**src/rtl/mem_io_ctrl_if.sv**
```systemverilog
// mem_io_ctrl_if: CPU memory bus plus external RAM port of the memory/IO controller.
//   mem_cmd    [1:0]  bus command (00 none, 01 read, 10 write, 11 none)
//   mem_addr   [8:0]  word address from the CPU
//   write_data [15:0] CPU write data
//   read_data  [15:0] read data returned to the CPU
//   ram_addr   [7:0]  RAM address
//   ram_we            RAM write enable
//   ram_wdata  [15:0] RAM write data
//   ram_rdata  [15:0] RAM read data (combinational-read RAM)
// master: the environment (CPU and RAM). slave: the controller.
interface mem_io_ctrl_if;
   logic [1:0]  mem_cmd;
   logic [8:0]  mem_addr;
   logic [15:0] write_data;
   logic [15:0] read_data;
   logic [7:0]  ram_addr;
   logic        ram_we;
   logic [15:0] ram_wdata;
   logic [15:0] ram_rdata;

   modport master (
      output mem_cmd, mem_addr, write_data, ram_rdata,
      input  read_data, ram_addr, ram_we, ram_wdata
   );

   modport slave (
      input  mem_cmd, mem_addr, write_data, ram_rdata,
      output read_data, ram_addr, ram_we, ram_wdata
   );
endinterface

```
**src/rtl/mem_io_ctrl.sv**
```systemverilog
// mem_io_ctrl: memory/IO controller behind the CPU memory bus. Steers accesses
// to RAM (0..RAM_TOP) or to LED/TLOAD/TCOUNT/TSTAT/SW registers, owns the
// switch synchronizer and a prescaled periodic countdown timer.
// Ports:
//   clk        system clock
//   reset      synchronous, active-low
//   bus        mem_io_ctrl_if.slave (CPU bus + RAM port)
//   sw [9:0]   asynchronous slide switches
//   led [7:0]  LED register
//   timer_irq  timer expired flag
//   bus_err    sticky illegal-access flag (only with MEM_IO_BUS_ERR_EN defined)
// Optional feature macro: MEM_IO_BUS_ERR_EN.
module mem_io_ctrl #(
   parameter int unsigned PRESCALE = 50,
   parameter logic [8:0]  RAM_TOP  = 9'h0FF
) (
   input  logic         clk,
   input  logic         reset,
   mem_io_ctrl_if.slave bus,
   input  logic [9:0]   sw,
   output logic [7:0]   led,
   output logic         timer_irq
`ifdef MEM_IO_BUS_ERR_EN
   ,
   output logic         bus_err
`endif
);

   localparam int unsigned PW = (PRESCALE > 1) ? $clog2(PRESCALE) : 1;
   localparam logic [8:0] A_LED    = 9'h100;
   localparam logic [8:0] A_TLOAD  = 9'h101;
   localparam logic [8:0] A_TCOUNT = 9'h102;
   localparam logic [8:0] A_TSTAT  = 9'h103;
   localparam logic [8:0] A_SW     = 9'h140;

   typedef enum logic [1:0] {T_IDLE, T_RUN, T_EXPIRED} tstate_e;

   tstate_e       state_q, state_d;
   logic [7:0]    led_q, led_d;
   logic [15:0]   tload_q, tload_d;
   logic [15:0]   tcount_q, tcount_d;
   logic [PW-1:0] presc_q, presc_d;
   logic          expired_q, expired_d;
   logic [9:0]    sw_meta_q, sw_meta_d;
   logic [9:0]    sw_sync_q, sw_sync_d;
   logic          berr_rd;

   logic          is_rd, is_wr, hit_ram, wr_reg;
   logic          wr_led, wr_tload, wr_tstat;
   logic          tick, expire_set;
   logic [15:0]   base;
   logic [15:0]   rdata;

`ifdef MEM_IO_BUS_ERR_EN
   logic          bus_err_q, bus_err_d;
   logic          mapped;
   assign berr_rd = bus_err_q;
   assign bus_err = bus_err_q;
`else
   assign berr_rd = 1'b0;
`endif

   // Decode and read mux
   always_comb begin
      is_rd    = (bus.mem_cmd == 2'b01);
      is_wr    = (bus.mem_cmd == 2'b10);
      hit_ram  = (bus.mem_addr <= RAM_TOP);
      wr_reg   = is_wr && !hit_ram;
      wr_led   = wr_reg && (bus.mem_addr == A_LED);
      wr_tload = wr_reg && (bus.mem_addr == A_TLOAD);
      wr_tstat = wr_reg && (bus.mem_addr == A_TSTAT);
      rdata    = '0;
      if (is_rd) begin
         if (hit_ram) begin
            rdata = bus.ram_rdata;
         end else begin
            case (bus.mem_addr)
               A_LED:    rdata = {8'h00, led_q};
               A_TLOAD:  rdata = tload_q;
               A_TCOUNT: rdata = tcount_q;
               A_TSTAT:  rdata = {13'h0000, berr_rd, (state_q != T_IDLE), expired_q};
               A_SW:     rdata = {6'h00, sw_sync_q};
               default:  rdata = '0;
            endcase
         end
      end
   end

   assign bus.read_data = rdata;
   assign bus.ram_addr  = bus.mem_addr[7:0];
   assign bus.ram_we    = is_wr && hit_ram;
   assign bus.ram_wdata = bus.write_data;
   assign led           = led_q;
   assign timer_irq     = expired_q;

   // Register file and timer next-state
   always_comb begin
      led_d      = wr_led   ? bus.write_data[7:0] : led_q;
      tload_d    = wr_tload ? bus.write_data      : tload_q;
      sw_meta_d  = sw;
      sw_sync_d  = sw_meta_q;
      state_d    = state_q;
      tcount_d   = tcount_q;
      presc_d    = presc_q;
      expire_set = 1'b0;
      tick       = (presc_q == PW'(PRESCALE - 1));
      base       = tcount_q;
      case (state_q)
         T_IDLE: begin
            if (wr_tstat && bus.write_data[1]) begin
               presc_d = '0;
               if (tload_q == '0) begin
                  tcount_d   = '0;
                  expire_set = 1'b1;
                  state_d    = T_EXPIRED;
               end else begin
                  tcount_d = tload_q;
                  state_d  = T_RUN;
               end
            end
         end
         T_RUN, T_EXPIRED: begin
            if (wr_tstat && !bus.write_data[1]) begin
               state_d = T_IDLE;
            end else begin
               // EXPIRED lasts one cycle: it counts exactly like RUN but from
               // the reloaded TLOAD, so the tick period is never stretched.
               base     = (state_q == T_EXPIRED) ? tload_q : tcount_q;
               presc_d  = tick ? '0 : presc_q + PW'(1);
               tcount_d = base;
               state_d  = T_RUN;
               if (tick) begin
                  if (base <= 16'd1) begin
                     tcount_d   = '0;
                     expire_set = 1'b1;
                     state_d    = T_EXPIRED;
                  end else begin
                     tcount_d = base - 16'd1;
                  end
               end
            end
         end
         default: state_d = T_IDLE;
      endcase
      // Setting the flag wins over a same-cycle software clear.
      if (expire_set) begin
         expired_d = 1'b1;
      end else if (wr_tstat && bus.write_data[0]) begin
         expired_d = 1'b0;
      end else begin
         expired_d = expired_q;
      end
`ifdef MEM_IO_BUS_ERR_EN
      mapped    = hit_ram || (bus.mem_addr inside {A_LED, A_TLOAD, A_TCOUNT, A_TSTAT, A_SW});
      bus_err_d = bus_err_q
                  || ((is_rd || is_wr) && !mapped)
                  || (wr_reg && ((bus.mem_addr == A_TCOUNT) || (bus.mem_addr == A_SW)));
`endif
   end

   always_ff @(posedge clk) begin
      if (!reset) begin
         state_q   <= T_IDLE;
         led_q     <= '0;
         tload_q   <= '0;
         tcount_q  <= '0;
         presc_q   <= '0;
         expired_q <= 1'b0;
         sw_meta_q <= '0;
         sw_sync_q <= '0;
`ifdef MEM_IO_BUS_ERR_EN
         bus_err_q <= 1'b0;
`endif
      end else begin
         state_q   <= state_d;
         led_q     <= led_d;
         tload_q   <= tload_d;
         tcount_q  <= tcount_d;
         presc_q   <= presc_d;
         expired_q <= expired_d;
         sw_meta_q <= sw_meta_d;
         sw_sync_q <= sw_sync_d;
`ifdef MEM_IO_BUS_ERR_EN
         bus_err_q <= bus_err_d;
`endif
      end
   end

endmodule

```
**src/flat_wrapper.sv**
```systemverilog
// flat-port wrapper written by rule: the top's interface ports become plain ports
module mem_io_ctrl_flat 
#(
   parameter int unsigned PRESCALE = 50,
   parameter logic [8:0]  RAM_TOP  = 9'h0FF
)
  (clk, reset, sw, led, timer_irq, bus_mem_cmd, bus_mem_addr, bus_write_data, bus_ram_rdata, bus_read_data, bus_ram_addr, bus_ram_we, bus_ram_wdata);
  mem_io_ctrl_if bus_i ();
  input  logic clk;
  input  logic reset;
  input  logic [9:0] sw;
  output logic [7:0] led;
  output logic timer_irq;
  input wire logic [$bits(bus_i.mem_cmd)-1:0] bus_mem_cmd;
  input wire logic [$bits(bus_i.mem_addr)-1:0] bus_mem_addr;
  input wire logic [$bits(bus_i.write_data)-1:0] bus_write_data;
  input wire logic [$bits(bus_i.ram_rdata)-1:0] bus_ram_rdata;
  output wire logic [$bits(bus_i.read_data)-1:0] bus_read_data;
  output wire logic [$bits(bus_i.ram_addr)-1:0] bus_ram_addr;
  output wire logic [$bits(bus_i.ram_we)-1:0] bus_ram_we;
  output wire logic [$bits(bus_i.ram_wdata)-1:0] bus_ram_wdata;
  assign bus_i.mem_cmd = bus_mem_cmd;
  assign bus_i.mem_addr = bus_mem_addr;
  assign bus_i.write_data = bus_write_data;
  assign bus_i.ram_rdata = bus_ram_rdata;
  assign bus_read_data = bus_i.read_data;
  assign bus_ram_addr = bus_i.ram_addr;
  assign bus_ram_we = bus_i.ram_we;
  assign bus_ram_wdata = bus_i.ram_wdata;
  mem_io_ctrl #(.PRESCALE(PRESCALE), .RAM_TOP(RAM_TOP)) u_core (.clk(clk), .reset(reset), .bus(bus_i), .sw(sw), .led(led), .timer_irq(timer_irq));
endmodule
```
**config.mk**
```make
export PLATFORM = sky130hd
export DESIGN_NAME = mem_io_ctrl_flat
export DESIGN_NICKNAME = d
export VERILOG_FILES = /design/src/rtl/mem_io_ctrl_if.sv /design/src/rtl/mem_io_ctrl.sv /design/src/flat_wrapper.sv
export SDC_FILE = /design/constraint.sdc
export NUM_CORES = 1
export LEC_CHECK = 0
export BUFFER_PORTS_ARGS = -buffer_cell sky130_fd_sc_hd__buf_4
export CAP_MARGIN = 10
export CORE_MARGIN = 5
export CORE_UTILIZATION = 34
export CTS_BUF_LIST = sky130_fd_sc_hd__clkbuf_4 sky130_fd_sc_hd__clkbuf_8
export DETAILED_ROUTE_END_ITERATION = 6
export SETUP_SLACK_MARGIN = 0.3
export SYNTH_ARGS = -nofsm -noshare
export SYNTH_HDL_FRONTEND = slang
export SYNTH_SLANG_ARGS = --single-unit
```
**constraint.sdc**
```tcl
create_clock -name clk -period 5.1 [get_ports clk]
set_clock_uncertainty 0.2 [all_clocks]
set_input_delay 1.02 -clock clk [delete_from_list [all_inputs] [get_ports clk]]
set_output_delay 1.02 -clock clk [all_outputs]
set_load 0.01 [all_outputs]
```
# Word-level counts from Yosys, hierarchy flattened
# Cells that the tools add are included.
[word_totals]
reg_bits = 69
latch_bits = 0
ramBits = 0
rom_bits = 0
input_bits = 55
output_inout_bits = 50
word_cells = 69
mem_count = 0
[op_classes]
n_addsub = 2
mul = 0
div = 0
magnitude_cmp = 2
eq_ne = 12
n_shift = 0
muxes = 28
bitwise = 0
reduce_logical = 17
[op_table]
columns = ["cell", "n"]
rows = [
  ["two-way mux 16 bit", 8],
  ["one-hot mux 16 bit (5 select lines)", 1],
  ["equality test 9 bit (second input constant)", 5],
  ["one-hot mux 16 bit (2 select lines)", 1],
  ["two-way mux 6 bit", 3],
  ["<= comparator 16 x 1 -> 1 bit (second input constant)", 1],
  ["zero test 16 bit", 1],
  ["subtractor 16 x 1 -> 16 bit (second input constant)", 1],
  ["one-hot mux 6 bit (2 select lines)", 1],
  ["two-way mux 2 bit", 5],
  ["<= comparator 9 x 8 -> 1 bit (second input constant)", 1],
  ["logical AND 1 bit", 8],
  ["two-way mux 1 bit", 7],
  ["adder 6 x 1 -> 6 bit (second input constant)", 1],
  ["equality test 6 bit (second input constant)", 1],
  ["nonzero test 2 bit", 3],
  ["equality test 2 x 1 -> 1 bit (second input constant)", 2],
  ["equality test 2 bit (second input constant)", 2],
  ["one-hot mux 2 bit (2 select lines)", 1],
  ["AND reduction 3 bit", 1],
  ["zero test 1 bit", 2],
  ["zero test 2 bit", 1],
  ["inequality test 2 x 1 -> 1 bit (second input constant)", 1],
  ["inequality test 2 bit (second input constant)", 1],
  ["2 further kinds", 2],
]

# Depth between registers and ports, before layout
[depth]
ltp_word = 8
depth_mapped = 13
depth_no_buf = 10

# Least setup slack after synthesis
# No wires, ideal clock.
[synth_timing]
path_type = "input -> output"
from = "input port bus_mem_addr[7]"
to = "output port bus_read_data[6]"
arrival_ns = 2.307
required_time_ns = 3.880
slack_ns = 1.573
path_stages = 6
n_path_buf = 2
cell_sequence = "nor4_1 -> and3b_1 -> clkbuf_1 -> buf_2 -> a22oi_1 -> a21oi_1"
[synth_between]
elab_chain_cells = 4
elab_cells_between_ends = 9
classes_between = "order compare (1); eq/ne (5); mux (3)"
[synth_rtl]
columns = ["item", "line", "source"]
rows = [
  ["start: declaration", "flat_wrapper.sv:15", "input wire logic [$bits(bus_i.mem_addr)-1:0] bus_mem_addr;"],
  ["branches (longest 2 deep; another with <= comparator 9 x 8 -> 1 bit)", "n/a", ""],
  ["two-way mux 16 bit *", "mem_io_ctrl.sv:74", "if (hit_ram) begin"],
  ["two-way mux 16 bit *", "mem_io_ctrl.sv:73", "if (is_rd) begin"],
  ["end: declaration", "flat_wrapper.sv:18", "output wire logic [$bits(bus_i.read_data)-1:0] bus_read_data;"],
]
# Every way passes the cells marked *.

# Worst setup path in the final report
[layout_timing]
from = "input port bus_mem_addr[7]"
to = "output port bus_read_data[0]"
# The elaborated chain is that of the path after synthesis.

==> reports/metrics.csv <==
metric,value,unit
grt_setup_unrepaired,false,
clk_pin_slew,0.07,ns
maxCapViolations,0,
overflow,0,
num-nets-final,628,
clock.fmax,250,MHz
crit_type,input port to output pin,
cts_buffer_depth,2,
startpoint_type,input port,
postLayoutCoreUtil,41.9,%
cts_buffers,9,
relSlewSlack,24.1,%
syn-mean-instance-area,8.27,µm²
clock_sink_count,69,
final.period_utilization,78.4,%
finalSetupViolations,0,
grt_first_pass_wirelength,20400,µm
antenna_found_initial,0,
tns,0,ns
synth-seq-cells,69,
final_common_cell,buf_4,
antenna_cells,0,
crit_fanout,16,
placeableCoreArea,12000,µm²
hpwlAfterDp,9460,µm
ctsHoldBuffers,0,
nFillCells,1217,
hold_path_class,flop to flop,
finalWeightedCongestion,0.916,
hold_viol_final,0,
yosysTopAreaCellShare,33.4,%
initial_utilization,34.6,%
p_total,1.36,mW
hold_slack,0.236,ns
grt_pass1_vias,3834,
multi_input_area,2380,µm²
cts_resized,0,
dieArea,14500,µm²
final_cell_mix,"110 x buf_4, 69 x dfxtp_1, 53 x a21oi_1",
status,finished clean,
vias_per_cell,5.64,
vias,4045,
netlist_area,4140,µm²
ctsHtreeMaxLevel,3,
wl_per_cell,18.0,µm
seq_area,1380,µm²
port_buffers,104,
synth_area_leaders,"dfxtp_1 33%, a21oi_1 6.4%, mux2i_1 4.8%",
drt_first_pass_iters,6,
synth_cells,500,
finalWirelength,12900,µm
die_h,120,µm
crit_required,3.88,ns
synth-seq-area-share,33.4,%
synth-main-ff-cell,dfxtp_1,
root_buffer,clkbuf_8,
grt_start_max_net_pins,32,
ir_drop,0.000140,V
post-route-min-period,4.00,ns
synthArstFlopShare,0,%
yosysTopAreaCell,dfxtp_1,
fp-row-count,40,
die_w,120,µm
clock_latency,0.35,ns
layout-drive-gt1-share,24.9,%
arrival,2.78,ns
grt_usage,17.5,%
boundaryPins,105,
worst_pin_slew,1.14,ns
leakagePower,1.99,nW
yosysWarnings,0,
cts_tree,done,
final_max_slew_viol_count,0,
synth-edff-count,0,
synth_cell_types,65,
end_kind,output pin,
drtIter0Drc,284,
syn_nets,562,
cts_setup_buffers,0,
drc_errors,0,
area_growth,21.2,%
p_per_area,272,nW/µm²
ant_nets,0,
cells by family after synthesis:
kind of cell / synth area share [%]
buffers and inverters: 8.96
AND/OR/NAND/NOR: 26.0
flip-flops: 33.4
AO/OA/AOI/OAI: 20.9
multiplexers: 5.45
adder cells (fa/ha/maj): 2.12
XOR/XNOR: 3.18
synthesized netlist by cell type, types with 2 or more instances:
library cell / count
a21oi_1: 53
a221oi_1: 8
a222oi_1: 8
a22o_1: 9
a22oi_1: 7
a31oi_1: 4
and2_1: 25
and3_1: 13
and4b_1: 2
buf_1: 2
buf_2: 7
buf_4: 26
buf_6: 2
clkbuf_1: 17
dfxtp_1: 69
ha_1: 7
inv_1: 10
mux2i_1: 20
nand2_1: 32
nand2b_1: 2
nand3_1: 23
nand4_1: 4
nor2_1: 38
nor2b_1: 7
nor3_1: 17
nor3_2: 2
nor3b_1: 2
nor3b_2: 2
nor4_1: 6
o21a_1: 2
o21ai_0: 15
o22ai_1: 8
or3_1: 5
or4_1: 2
xnor2_1: 7
xor2_1: 8
critical path: stages:
cell	delay (ns)
buf_4	0.12
nor4_1	0.38
and3b_1	0.68
a222oi_1	0.23
a21oi_1	0.18
buf_4	0.16
flip-flops by register name, indices dropped and copies added (netlist names):
register,cells
u_core.timer_irq,1
u_core.sw_sync_q,10
u_core.tload_q,16
u_core.state_q,2
u_core.sw_meta_q,10
u_core.led,8
u_core.presc_q,6
u_core.tcount_q,16
stage by stage:
stage	cell area, µm²	cells	setup WS, ns
final	5010	717	1.10
after detailed placement	4820	702	1.12
after global placement	4820	702	1.13
after floorplan	4140	500	1.57
after CTS	5010	717	1.11
after global routing	5010	717	0.939
power breakdown:
group,total [mW],switching [mW],internal [mW]
clock,0.456,0.218,0.238
combinational,0.330,0.196,0.134
sequential,0.577,0.0206,0.557
total,1.36,0.434,0.929
layout make-up:
type	count	share of cell area (%)
Clock buffer	10	2.75
Clock inverter	5	1.20
Inverter	11	0.824
Multi-Input combinational cell	365	47.5
Sequential cell	69	27.6
Tap cell	147	3.67
Timing Repair Buffer	110	16.5
per-layer routing:
| metal | wire, µm | vias up | part of all wire (%) | GRT usage, % |
|---|---|---|---|---|
| met1 | 5680 | 1901 | 44 | 23.6 |
| met5 | 0 | - | 0 | 0 |
| met2 | 5920 | 183 | 46 | 27.6 |
| met3 | 1090 | 22 | 8.4 | 4.68 |
| met4 | 216 | 0 | 1.7 | 5.31 |
| li1 | - | 1939 | - | - |
worst paths after layout:
path / startpoint / end / slack (ns) / cells past startpoint
max reg2reg: u_core.state_q[1] / u_core.tcount_q[4] / 1.91 / 8
min: u_core.sw_meta_q[6] / u_core.sw_sync_q[6] / 0.24 / 1
max: bus_mem_addr[7] / bus_read_data[0] / 1.10 / 6
min reg2reg: u_core.sw_meta_q[6] / u_core.sw_sync_q[6] / 0.24 / 1
(Power assumes the default switching activity.)
